`src/rtl/dmem_access_ctrl.sv`:
```
// dmem_access_ctrl
//   Shares one single-port data memory between the core load/store port (c_*)
//   and the debug/loader port (d_*). Each access runs IDLE -> ACCESS -> RESP:
//   it is arbitrated and checked in IDLE, drives one memory cycle in ACCESS,
//   and returns formatted load data plus an error flag in RESP.
//
// Ports
//   clk, rst                  clock (rising edge), async active-high reset
//   c_req_i/d_req_i           request, held until the matching gnt
//   c_we_i/d_we_i             1 = store, 0 = load
//   c_addr_i/d_addr_i         byte address
//   c_wdata_i/d_wdata_i       right-aligned store data
//   c_size_i/d_size_i         00 byte, 01 half, 10 word, 11 illegal
//   c_unsigned_i/d_unsigned_i zero-extend (1) / sign-extend (0) loads
//   c_gnt_o/d_gnt_o           request accepted this cycle
//   c_rvalid_o/d_rvalid_o     one-cycle response pulse
//   c_rdata_o/d_rdata_o       formatted load data (0 for stores and errors)
//   c_err_o/d_err_o           misaligned / illegal size / out of range
//   mem_*                     memory-side controls; mem_rdata_i is combinational
//   busy_o                    FSM not idle
module dmem_access_ctrl #(
    parameter int DEPTH_WORDS = 8,
    parameter bit RR_EN       = 1'b1
) (
    input  logic        clk,
    input  logic        rst,
    input  logic        c_req_i,
    input  logic        c_we_i,
    input  logic [31:0] c_addr_i,
    input  logic [31:0] c_wdata_i,
    input  logic [1:0]  c_size_i,
    input  logic        c_unsigned_i,
    output logic        c_gnt_o,
    output logic        c_rvalid_o,
    output logic [31:0] c_rdata_o,
    output logic        c_err_o,
    input  logic        d_req_i,
    input  logic        d_we_i,
    input  logic [31:0] d_addr_i,
    input  logic [31:0] d_wdata_i,
    input  logic [1:0]  d_size_i,
    input  logic        d_unsigned_i,
    output logic        d_gnt_o,
    output logic        d_rvalid_o,
    output logic [31:0] d_rdata_o,
    output logic        d_err_o,
    output logic        mem_we_o,
    output logic        mem_rd_o,
    output logic [31:0] mem_addr_o,
    output logic [31:0] mem_wdata_o,
    output logic [3:0]  mem_be_o,
    input  logic [31:0] mem_rdata_i,
    output logic        busy_o
);

    localparam logic [1:0]  S_IDLE     = 2'd0;
    localparam logic [1:0]  S_ACCESS   = 2'd1;
    localparam logic [1:0]  S_RESP     = 2'd2;
    localparam logic [31:0] ADDR_LIMIT = 32'(4 * DEPTH_WORDS);

    logic [1:0]  r_state;
    logic        r_favor_d;   // 1: debug wins the next tie (round-robin only)
    logic        r_port;      // 0 core, 1 debug
    logic        r_we;
    logic        r_uns;
    logic        r_err;
    logic [1:0]  r_size;
    logic [31:0] r_addr;
    logic [31:0] r_wdata;
    logic [31:0] r_rdata;

    logic        w_idle;
    logic        w_sel_d;
    logic        w_gnt;
    logic        w_we;
    logic        w_uns;
    logic [1:0]  w_size;
    logic [31:0] w_addr;
    logic [31:0] w_wdata;
    logic        w_err;
    logic        w_access_ok;
    logic        w_resp;
    logic [31:0] w_shift;
    logic [31:0] w_fmt;
    logic [31:0] w_rdata;

    // Gating with rst keeps every output low while reset is held.
    assign w_idle  = (r_state == S_IDLE) && !rst;
    assign w_sel_d = d_req_i && (!c_req_i || (RR_EN && r_favor_d));
    assign c_gnt_o = w_idle && c_req_i && !w_sel_d;
    assign d_gnt_o = w_idle && w_sel_d;
    assign w_gnt   = c_gnt_o || d_gnt_o;

    assign w_we    = w_sel_d ? d_we_i       : c_we_i;
    assign w_uns   = w_sel_d ? d_unsigned_i : c_unsigned_i;
    assign w_size  = w_sel_d ? d_size_i     : c_size_i;
    assign w_addr  = w_sel_d ? d_addr_i     : c_addr_i;
    assign w_wdata = w_sel_d ? d_wdata_i    : c_wdata_i;

    assign w_err = (w_size == 2'b11)
                 || ((w_size == 2'b01) && w_addr[0])
                 || ((w_size == 2'b10) && (w_addr[1:0] != 2'b00))
                 || (w_addr >= ADDR_LIMIT);

    always_ff @(posedge clk or posedge rst) begin
        if (rst) begin
            r_state   <= S_IDLE;
            r_favor_d <= 1'b0;
            r_port    <= 1'b0;
            r_we      <= 1'b0;
            r_uns     <= 1'b0;
            r_err     <= 1'b0;
            r_size    <= 2'b00;
            r_addr    <= 32'd0;
            r_wdata   <= 32'd0;
            r_rdata   <= 32'd0;
        end else begin
            case (r_state)
                S_IDLE: begin
                    if (w_gnt) begin
                        r_state   <= S_ACCESS;
                        r_port    <= w_sel_d;
                        r_favor_d <= !w_sel_d;
                        r_we      <= w_we;
                        r_uns     <= w_uns;
                        r_size    <= w_size;
                        r_addr    <= w_addr;
                        r_wdata   <= w_wdata;
                        r_err     <= w_err;
                    end
                end
                S_ACCESS: begin
                    if (!r_we) r_rdata <= mem_rdata_i;
                    r_state <= S_RESP;
                end
                S_RESP:  r_state <= S_IDLE;
                default: r_state <= S_IDLE;
            endcase
        end
    end

    // Memory side: only a non-erroring access in ACCESS touches the memory.
    assign w_access_ok = (r_state == S_ACCESS) && !r_err;
    assign mem_we_o    = w_access_ok && r_we;
    assign mem_rd_o    = w_access_ok && !r_we;
    assign mem_addr_o  = w_access_ok ? {r_addr[31:2], 2'b00} : 32'd0;

    always_comb begin
        mem_be_o    = 4'b0000;
        mem_wdata_o = 32'd0;
        if (w_access_ok && r_we) begin
            case (r_size)
                2'b00: begin
                    mem_be_o    = 4'b0001 << r_addr[1:0];
                    mem_wdata_o = {4{r_wdata[7:0]}};
                end
                2'b01: begin
                    mem_be_o    = 4'b0011 << r_addr[1:0];
                    mem_wdata_o = {2{r_wdata[15:0]}};
                end
                default: begin
                    mem_be_o    = 4'b1111;
                    mem_wdata_o = r_wdata;
                end
            endcase
        end
    end

    // Response: bring the addressed lane down to bit 0, then extend.
    assign w_shift = r_rdata >> {r_addr[1:0], 3'b000};

    always_comb begin
        case (r_size)
            2'b00:   w_fmt = r_uns ? {24'd0, w_shift[7:0]}
                                   : {{24{w_shift[7]}}, w_shift[7:0]};
            2'b01:   w_fmt = r_uns ? {16'd0, w_shift[15:0]}
                                   : {{16{w_shift[15]}}, w_shift[15:0]};
            default: w_fmt = w_shift;
        endcase
    end

    assign w_resp     = (r_state == S_RESP);
    assign w_rdata    = (w_resp && !r_we && !r_err) ? w_fmt : 32'd0;
    assign c_rvalid_o = w_resp && !r_port;
    assign d_rvalid_o = w_resp && r_port;
    assign c_err_o    = w_resp && !r_port && r_err;
    assign d_err_o    = w_resp && r_port && r_err;
    assign c_rdata_o  = r_port ? 32'd0 : w_rdata;
    assign d_rdata_o  = r_port ? w_rdata : 32'd0;
    assign busy_o     = (r_state != S_IDLE);

endmodule
```
`config.mk`:
```
export PLATFORM = sky130hd
export DESIGN_NAME = dmem_access_ctrl
export DESIGN_NICKNAME = d
export VERILOG_FILES = /design/src/rtl/dmem_access_ctrl.sv
export SDC_FILE = /design/constraint.sdc
export NUM_CORES = 1
export LEC_CHECK = 0
export CORE_UTILIZATION = 42
export CTS_BUF_LIST = sky130_fd_sc_hd__clkbuf_2
export DETAILED_ROUTE_END_ITERATION = 8
export PLACE_DENSITY = 0.91
export REMOVE_ABC_BUFFERS = 1
export SYNTH_ARGS = -nofsm -noshare
export SYNTH_HDL_FRONTEND = slang
export SYNTH_SLANG_ARGS = --single-unit
export TNS_END_PERCENT = 5
```
`constraint.sdc`:
```
create_clock -name clk -period 4.4 [get_ports clk]
set_input_delay 0.88 -clock clk [delete_from_list [all_inputs] [get_ports clk]]
set_output_delay 0.88 -clock clk [all_outputs]
set_load 0.03 [all_outputs]
```
==> results list, run 1 <==
- The flow ran to the end, and the final reports show no timing, DRC or antenna violations.
- After the first detailed-routing iteration, the DRC count stood at 808.
- After synthesis, the cell types taking the most area are dfrtp_1 41%, mux2i_1 12%, nand2_1 6.8%.
- Via count: 6716
* # diodes: 0
- The most used flip-flop cell after synthesis is dfrtp_1.
- Final min period: 4.192 ns
- Ranked by instance count, the synthesized netlist is headed by 117 x nand2_1, 105 x dfrtp_1, 80 x nor2_1, 75 x mux2i_1, 52 x o21ai_0.
* Worst-path clk slew: 0.27 ns
* Gate Count Post-Synth: 745
- Total number of yosys warnings: 0
- Remaining antenna violation count: 0
- The region available for standard cell placement spans 15150 um^2.
- The clock passes through at most 2 buffers.
- The min-delay analysis places its worst path in the category register to register.
- Max-cap violations: 0
- Fraction of the yosys area taken by sequential cells: 0.4058
* HPWL after detailed placement: 16270 um
- The largest single stage delay on the critical path is 0.74 ns.
- Number of global-route vias before repair: 6545
- The hold violation total from the final report was 0.
- Layout Area Growth over Synthesis: 50.59%
- In the final layout, the share of cells above drive strength 1 is 0.1066.
* CP delay by family, top: buffers and inverters
* Type of element capturing the critical path: primary output
* Number of unique standard cell types used by synthesis: 44
* Arrival time at the worst endpoint: 3.31 ns
- Rel. slew slack: 0.2997
* RSZ-0062 raised after global routing: false
- In the routed layout, each cell is associated on average with a via count of 5.505.
* First-pass GRT wire length: 34560 um
- Final Cycle Share: 0.9528
- Number of buffers inserted for hold repair after clock tree synthesis: 0
- Post-Route Skew: 0.03768 ns
- The floorplan step defined a die boundary enclosing 15920 um^2.
- After synthesis the cells add up to 6475 um^2.
* WP buf/inv: 3
* Leak pwr: 0.004339 uW
- In this run the horizontal extent of the chip is 126.2 um.
- Routability-driven placement finished with a final weighted congestion of 0.8873.
- In the final layout, the multi-input gates occupy 3427 um^2.
- Overall Global Routing Usage: 0.2779
- Among all cell types in the netlist, the one instantiated most often is nand2_1.
* Register-to-Register Setup Slack: 2.21 ns
- Pwr Density: 339.7 nW/um^2
* Final design area excluding fillers: 9751 um^2
- Post-place instance area: 9664 um^2
- Setup violations remaining at the end of the flow were counted as 0.
- Along the worst path, the maximum fanout reaches 16.
* Root Buffer: clkbuf_2
- IR analysis of the VDD net gives a maximum drop of 0.1807 mV.
- For the pin with the worst max-slew slack, the measured transition is 1.046 ns.
* Number of clock sinks: 105
- Total power draw: 3312 uW
- Mean instance size in the synthesized netlist: 8.691 um^2
- Clock insertion delay at the later pin of the skew report: 0.64 ns
* Slowest cell on the critical path: dfrtp_1
- Global routing finished with a remaining overflow of 0.
* Required arrival time at the worst endpoint: 3.52 ns
- The number of clock buffers added by TritonCTS is 9.
- Total wirelength of the detailed-routed design: 21770 um
* I/O pins: 313
- Synth top area share: 0.4058
- Counting flops with an async set or reset pin after synthesis yields a share of 1.000.
- The pre-antenna-repair detailed-routing pass consisted of 8 iterations.
- In this run the number of H-tree levels came out at 3.
* Final slew viol count: 0
- Input and output buffers added on the ports amount to 310.
- Filler cell count: 1206
* Number of antenna violations at the first check in global routing: 0
* Die Y: 126.2 um
* Area taken by flip-flops and latches: 2629 um^2
- In the routed design, unresolved DRC markers number 0.
* Crit-path cells: inv_2 -> mux2_4 -> mux2i_4 -> a21oi_4 -> buf_4 -> nor2_1 -> clkdlybuf4s50_1
* Number of enable-type register cells in the synthesized netlist: 0
- Kind of start point of the critical path: register
- Timing-limited maximum frequency: 238.5 MHz
- Net count reported at finish: 1199
* #FFs+latches synth: 105
- The initial utilization of the core area, before any placement, comes to 0.4275.
- Area leader, netlist: dfrtp_1
* Site row count: 45
- Pin count of the biggest net entering global routing: 67
- By startpoint and endpoint, the worst setup path is classified as register to primary output.
* CTS tree: done
- Routed wire length per instance: 17.84 um
report_power, final:
| group | total (uW) | internal, uW | leakage [uW] | switching (uW) |
|---|---|---|---|---|
| sequential | 1590 | 1270 | 0.00128 | 321 |
| clock | 396 | 72.5 | 0.0000544 | 323 |
| combinational | 1330 | 644 | 0.00301 | 685 |
| total | 3310 | 1980 | 0.00434 | 1330 |
per-stage QoR:
step                  util  hold slack (ns)  worst slack [ns]  std cells  setup TNS (ns)
floorplan                -           0.4418           -0.1449        686          -3.878
global placement    0.6381           0.4529            0.8884       1203               0
detailed placement  0.6381           0.4620            0.7560       1203               0
CTS                 0.6438           0.5081            0.1870       1220               0
global route        0.6438           0.5335           0.05452       1220               0
finish              0.6438           0.5081            0.2078       1220               0
cell usage in the layout (no fill, tap or decap), drive strengths merged, types with 33 or more instances in the layout:
cell type	synthesis	routed
nor2	91	91
a222oi	34	34
inv	42	42
mux2i	76	76
mux2	33	33
clkdlybuf4s50	0	292
dfrtp	105	105
nand2	117	117
o21ai	53	53
buf	31	38
sequential cells by signal, summed over array words and instances, names as in the netlist:
register and count:
r_addr 32, r_we 1, r_state 2, r_rdata 32, r_port 1, r_wdata 32
r_uns 1, r_favor_d 1, r_size 2, r_err 1
cell families after synthesis:
logic type,share of synthesized area
AND/OR/NAND/NOR,0.2174
AO/OA/AOI/OAI,0.1297
multiplexers,0.1774
flip-flops,0.4058
buffers and inverters,0.06918
other,0.0005792
final timing paths:
| kind | from | to | depth (start not counted) |
|---|---|---|---|
| max | r_addr[0] | c_rdata_o[24] | 7 |
| min | r_addr[14] | r_addr[14] | 2 |
| max reg2reg | r_state[1] | r_we | 5 |
| min reg2reg | r_addr[14] | r_addr[14] | 2 |
| max in group asynchronous | rst | r_addr[12] | 3 |
| min in group asynchronous | rst | r_state[0] | 2 |
metal layers:
layer / wire [um] / part of all wire / GRT usage
met2: 10710 / 0.49 / 0.4696
met5: 0 / 0 / 0
met3: 1678 / 0.077 / 0.07986
met1: 8757 / 0.40 / 0.3386
met4: 617 / 0.028 / 0.09568
area by class of cell:
cell class / count / share of cell area
clock buffers: 11 / 0.005646
clock inverters: 5 / 0.002438
repair buffers: 330 / 0.3303
flip-flops and latches: 105 / 0.2696
inverters: 42 / 0.01643
well taps: 188 / 0.02412
multi-input cells: 539 / 0.3515
timing repair:
item                                    4_1_cts  5_1_grt
setup buffers                                 1        0
gates resized for setup                       0        0
endpoints found under the hold margin         0        0
endpoints found under the setup margin        6        0
worst min-delay path, stage by stage (launching register included):
cell	delay (ns)
dfrtp_1	0.39
nand2_1	0.04
o21ai_0	0.06
(Power assumes the default switching activity.)
==> inputs of run 2 (changes only) <==
--- a/config.mk
+++ b/config.mk
@@ -5,6 +5,7 @@
 export SDC_FILE = /design/constraint.sdc
 export NUM_CORES = 1
 export LEC_CHECK = 0
+export CORE_MARGIN = 3
 export CORE_UTILIZATION = 42
 export CTS_BUF_LIST = sky130_fd_sc_hd__clkbuf_2
 export DETAILED_ROUTE_END_ITERATION = 8
==> results list, run 2 (synthesis results as in run 1) <==
- The run finished with clean final reports.
* Number of global-route vias before repair: 6595 (+0.76%)
* I/O pins: 313 (unchanged)
- The number of detailed-route iterations in the first pass is 7 (-1).
- Worst-path maximum fanout: 32 (+16)
- Net count reported at finish: 1199 (unchanged)
- The leakage power figure is 0.004310 uW (-0.67%).
- Clk pwr share: 0.117 (-0.002)
- Root Buffer: clkbuf_2
- The critical path in this run is classified as register to primary output.
- The number of nets with antenna violations after routing is 0 (unchanged).
- Number of cells on the worst hold path: 2 (unchanged)
* Global-route track usage on met2: 0.4629 (-0.006729)
- The minimum setup slack among reg-to-reg paths is 2.09 ns (-0.12 ns).
- Width of the die: 130.2 um (+3.2%)
- Switch share: 0.4028 (+0.001639)
- The area growth from synthesis to layout is 51.27%.
- Path type of the worst min-delay path: register to register
- Site row count: 44 (-2.2%)
* Maximum clock insertion buffer count: 2 (unchanged)
* Total negative setup slack: 0 ns (unchanged)
* Die Y: 130.2 um (+3.2%)
- Overall Global Routing Usage: 0.2651 (-0.01280)
- Final slew viol count: 0 (unchanged)
- Number of port buffers: 310 (unchanged)
- The via count came to 6674 (-0.63%).
* Die area: 16940 um^2 (+6.4%)
- Number of antenna violations at the first check in global routing: 1 (+1)
- After global routing, the most crowded layer is met2.
- Global Route met3 Usage: 0.07818 (-0.001681)
- Kind of start point of the critical path: register
- The weighted congestion reported at the end of routability-driven placement came to 0.9910 (+12%).
- Largest registers: r_addr: 32 flops, r_rdata: 32 flops, r_wdata: 32 flops
- The wire length per cell was 19.00 um (+6.5%).
* Number of buffers created by CTS: 9 (unchanged)
- The total internal power is 1983 uW (about the same).
- The half-perimeter wire length after detailed placement came to 17270 um (+6.1%).
- Pwr Density: 339.1 nW/um^2 (-0.18%)
* CTS tree: done
- Final std cells w/o fill: 1215 (-0.41%)
- The clock transition at the registers of the reported paths is 0.31 ns (+0.04 ns).
* Hold Crit Endpoint: r_addr[7]
- Type of element capturing the critical path: primary output
- The maximum number of pins on one net before global-route repair came to 88 (+31%).
- The number of sinks driven by the clock tree came to 105 (unchanged).
- The fill cell instance count of the final layout came to 1206 (unchanged).
- The count of maximum capacitance violations was 0 (unchanged).
- Total power draw: 3321 uW (+0.27%)
- Required arrival time at the worst endpoint: 3.52 ns (about the same)
- Number of DRC markers after the initial detailed-route iteration: 696 (-14%)
- Rel. slew slack: 0.2510 (-0.04873)
- The slew at the pin closest to its max-slew limit came to 1.124 ns (+0.07706 ns).
- Part of the total power dissipated in sequential elements: 0.459 (-0.020)
* Arrival time at the worst endpoint: 3.31 ns (about the same)
* Met1 global-route usage: 0.3136 (-0.02496)
- Number of buffers inserted for hold repair after clock tree synthesis: 0 (unchanged)
* Worst r2r path cells: 3 (-2)
- The fmax is 238.9 MHz (+0.14%).
- The cell total after placement is 1200 (-0.25%).
- Fraction of layout cells with a size suffix above 1: 0.09311 (-0.01348)
- The total setup violations reported at the end of the flow was 0 (unchanged).
* First-pass GRT wire length: 34900 um (+1.0%)
- Setup repair after global routing left no endpoint under its margin.
- Clock insertion delay at the later pin of the skew report: 0.64 ns (about the same)
- Initial cell density of the core: 0.4372 (+0.009716)
- The number of DRC violations after detailed routing came to 0 (unchanged).
- The hold violation total from the final report was 0 (unchanged).
- Final min period: 4.186 ns (-0.005881 ns)
- The depth of the CTS H-tree was 3 (unchanged).
* Final Cycle Share: 0.9514 (-0.001337)
- Commonest cells after routing, fill and taps aside: 307 x clkdlybuf4s50_1, 116 x nand2_1, 104 x dfrtp_1, 78 x nor2_1, 75 x mux2i_1
- Total overflow reported by the global router: 0 (unchanged)
- The portion of total power attributed to combinational logic was 0.424 (+0.023).
- P_sw: 1338 uW (+0.68%)
- Leaving out fill and tap cells, the most frequent cell in the layout is clkdlybuf4s50_1.
- Hold Crit Start: r_addr[7]
- The core box area is 14810 um^2 (-2.2%).
- Worst ir drop on vdd: 0.1936 mV (+7.2%)
- The number of antenna cells inserted was 0 (unchanged).
* Start of the worst register-to-register path: r_we
- Vias per std cell: 5.493 (-0.22%)
- The worst setup skew after layout came to 0.05087 ns (+0.01319 ns).
- End of the worst register-to-register path: r_rdata[25]
* Total wirelength of the detailed-routed design: 23090 um (+6.1%)
- Area taken by flip-flops and latches: 2629 um^2 (unchanged)
- Area of the multi-input gates: 3440 um^2 (+0.37%)
==> run 2: metal layers <==
metal  share of wire  wire (um)
met5         0.00056         13
met4           0.028        652
met3           0.080       1851
met2            0.51      11870
met1            0.38       8702
==> run 2: worst max-delay path by stage <==
stage | startpoint | to | slack, ns
floorplan | c_req_i | r_err | -0.14
global placement | r_addr[1] | c_rdata_o[16] | 0.96
detailed placement | r_addr[1] | c_rdata_o[25] | 0.82
CTS | r_addr[1] | c_rdata_o[25] | 0.04
global route | r_addr[1] | c_rdata_o[25] | 0.008
finish | r_addr[1] | c_rdata_o[25] | 0.21
==> run 2: through the flow <==
step	area (um^2)	hold WS, ns	util	setup WS [ns]
2_1_floorplan	6188	0.4418	-	-0.1449
3_3_place_gp	9704	0.4523	0.6553	0.9613
3_5_place_dp	9704	0.4621	0.6553	0.8223
4_1_cts	9782	0.5138	0.6605	0.04422
5_1_grt	9794	0.5353	0.6614	0.008208
6_report	9794	0.5078	0.6614	0.2137
==> run 2: final cells by class <==
type	count	area share
multi-input combinational	539	0.3512
tap	184	0.02351
timing repair buffer	330	0.3327
sequential	105	0.2684
clock buffer	11	0.005621
inverter	42	0.01635
clock inverter	4	0.002299
==> run 2: worst max-delay path: stages (launching register included) <==
cell             delay [ns]
dfrtp_1                0.43
buf_4                  0.26
mux2i_1                0.35
a2bb2oi_2              0.28
mux2i_4                0.12
a21oi_4                0.14
buf_4                  0.35
nor2_1                 0.10
clkdlybuf4s50_1        0.62
==> run 2: what timing repair did <==
action / CTS / global route
gates resized for setup: 0 / 2
endpoints found under the setup margin: 0 / 35
setup buffers: 0 / 0
==> run 2: power groups by stage <==
stage,registers [uW],clock network [uW],logic (uW)
after floorplan,1520,0,866
final,1520,390,1410
after detailed placement,1530,0,1400
after global placement,1510,0,1350
after CTS,1510,405,1410
after global routing,1560,444,1560
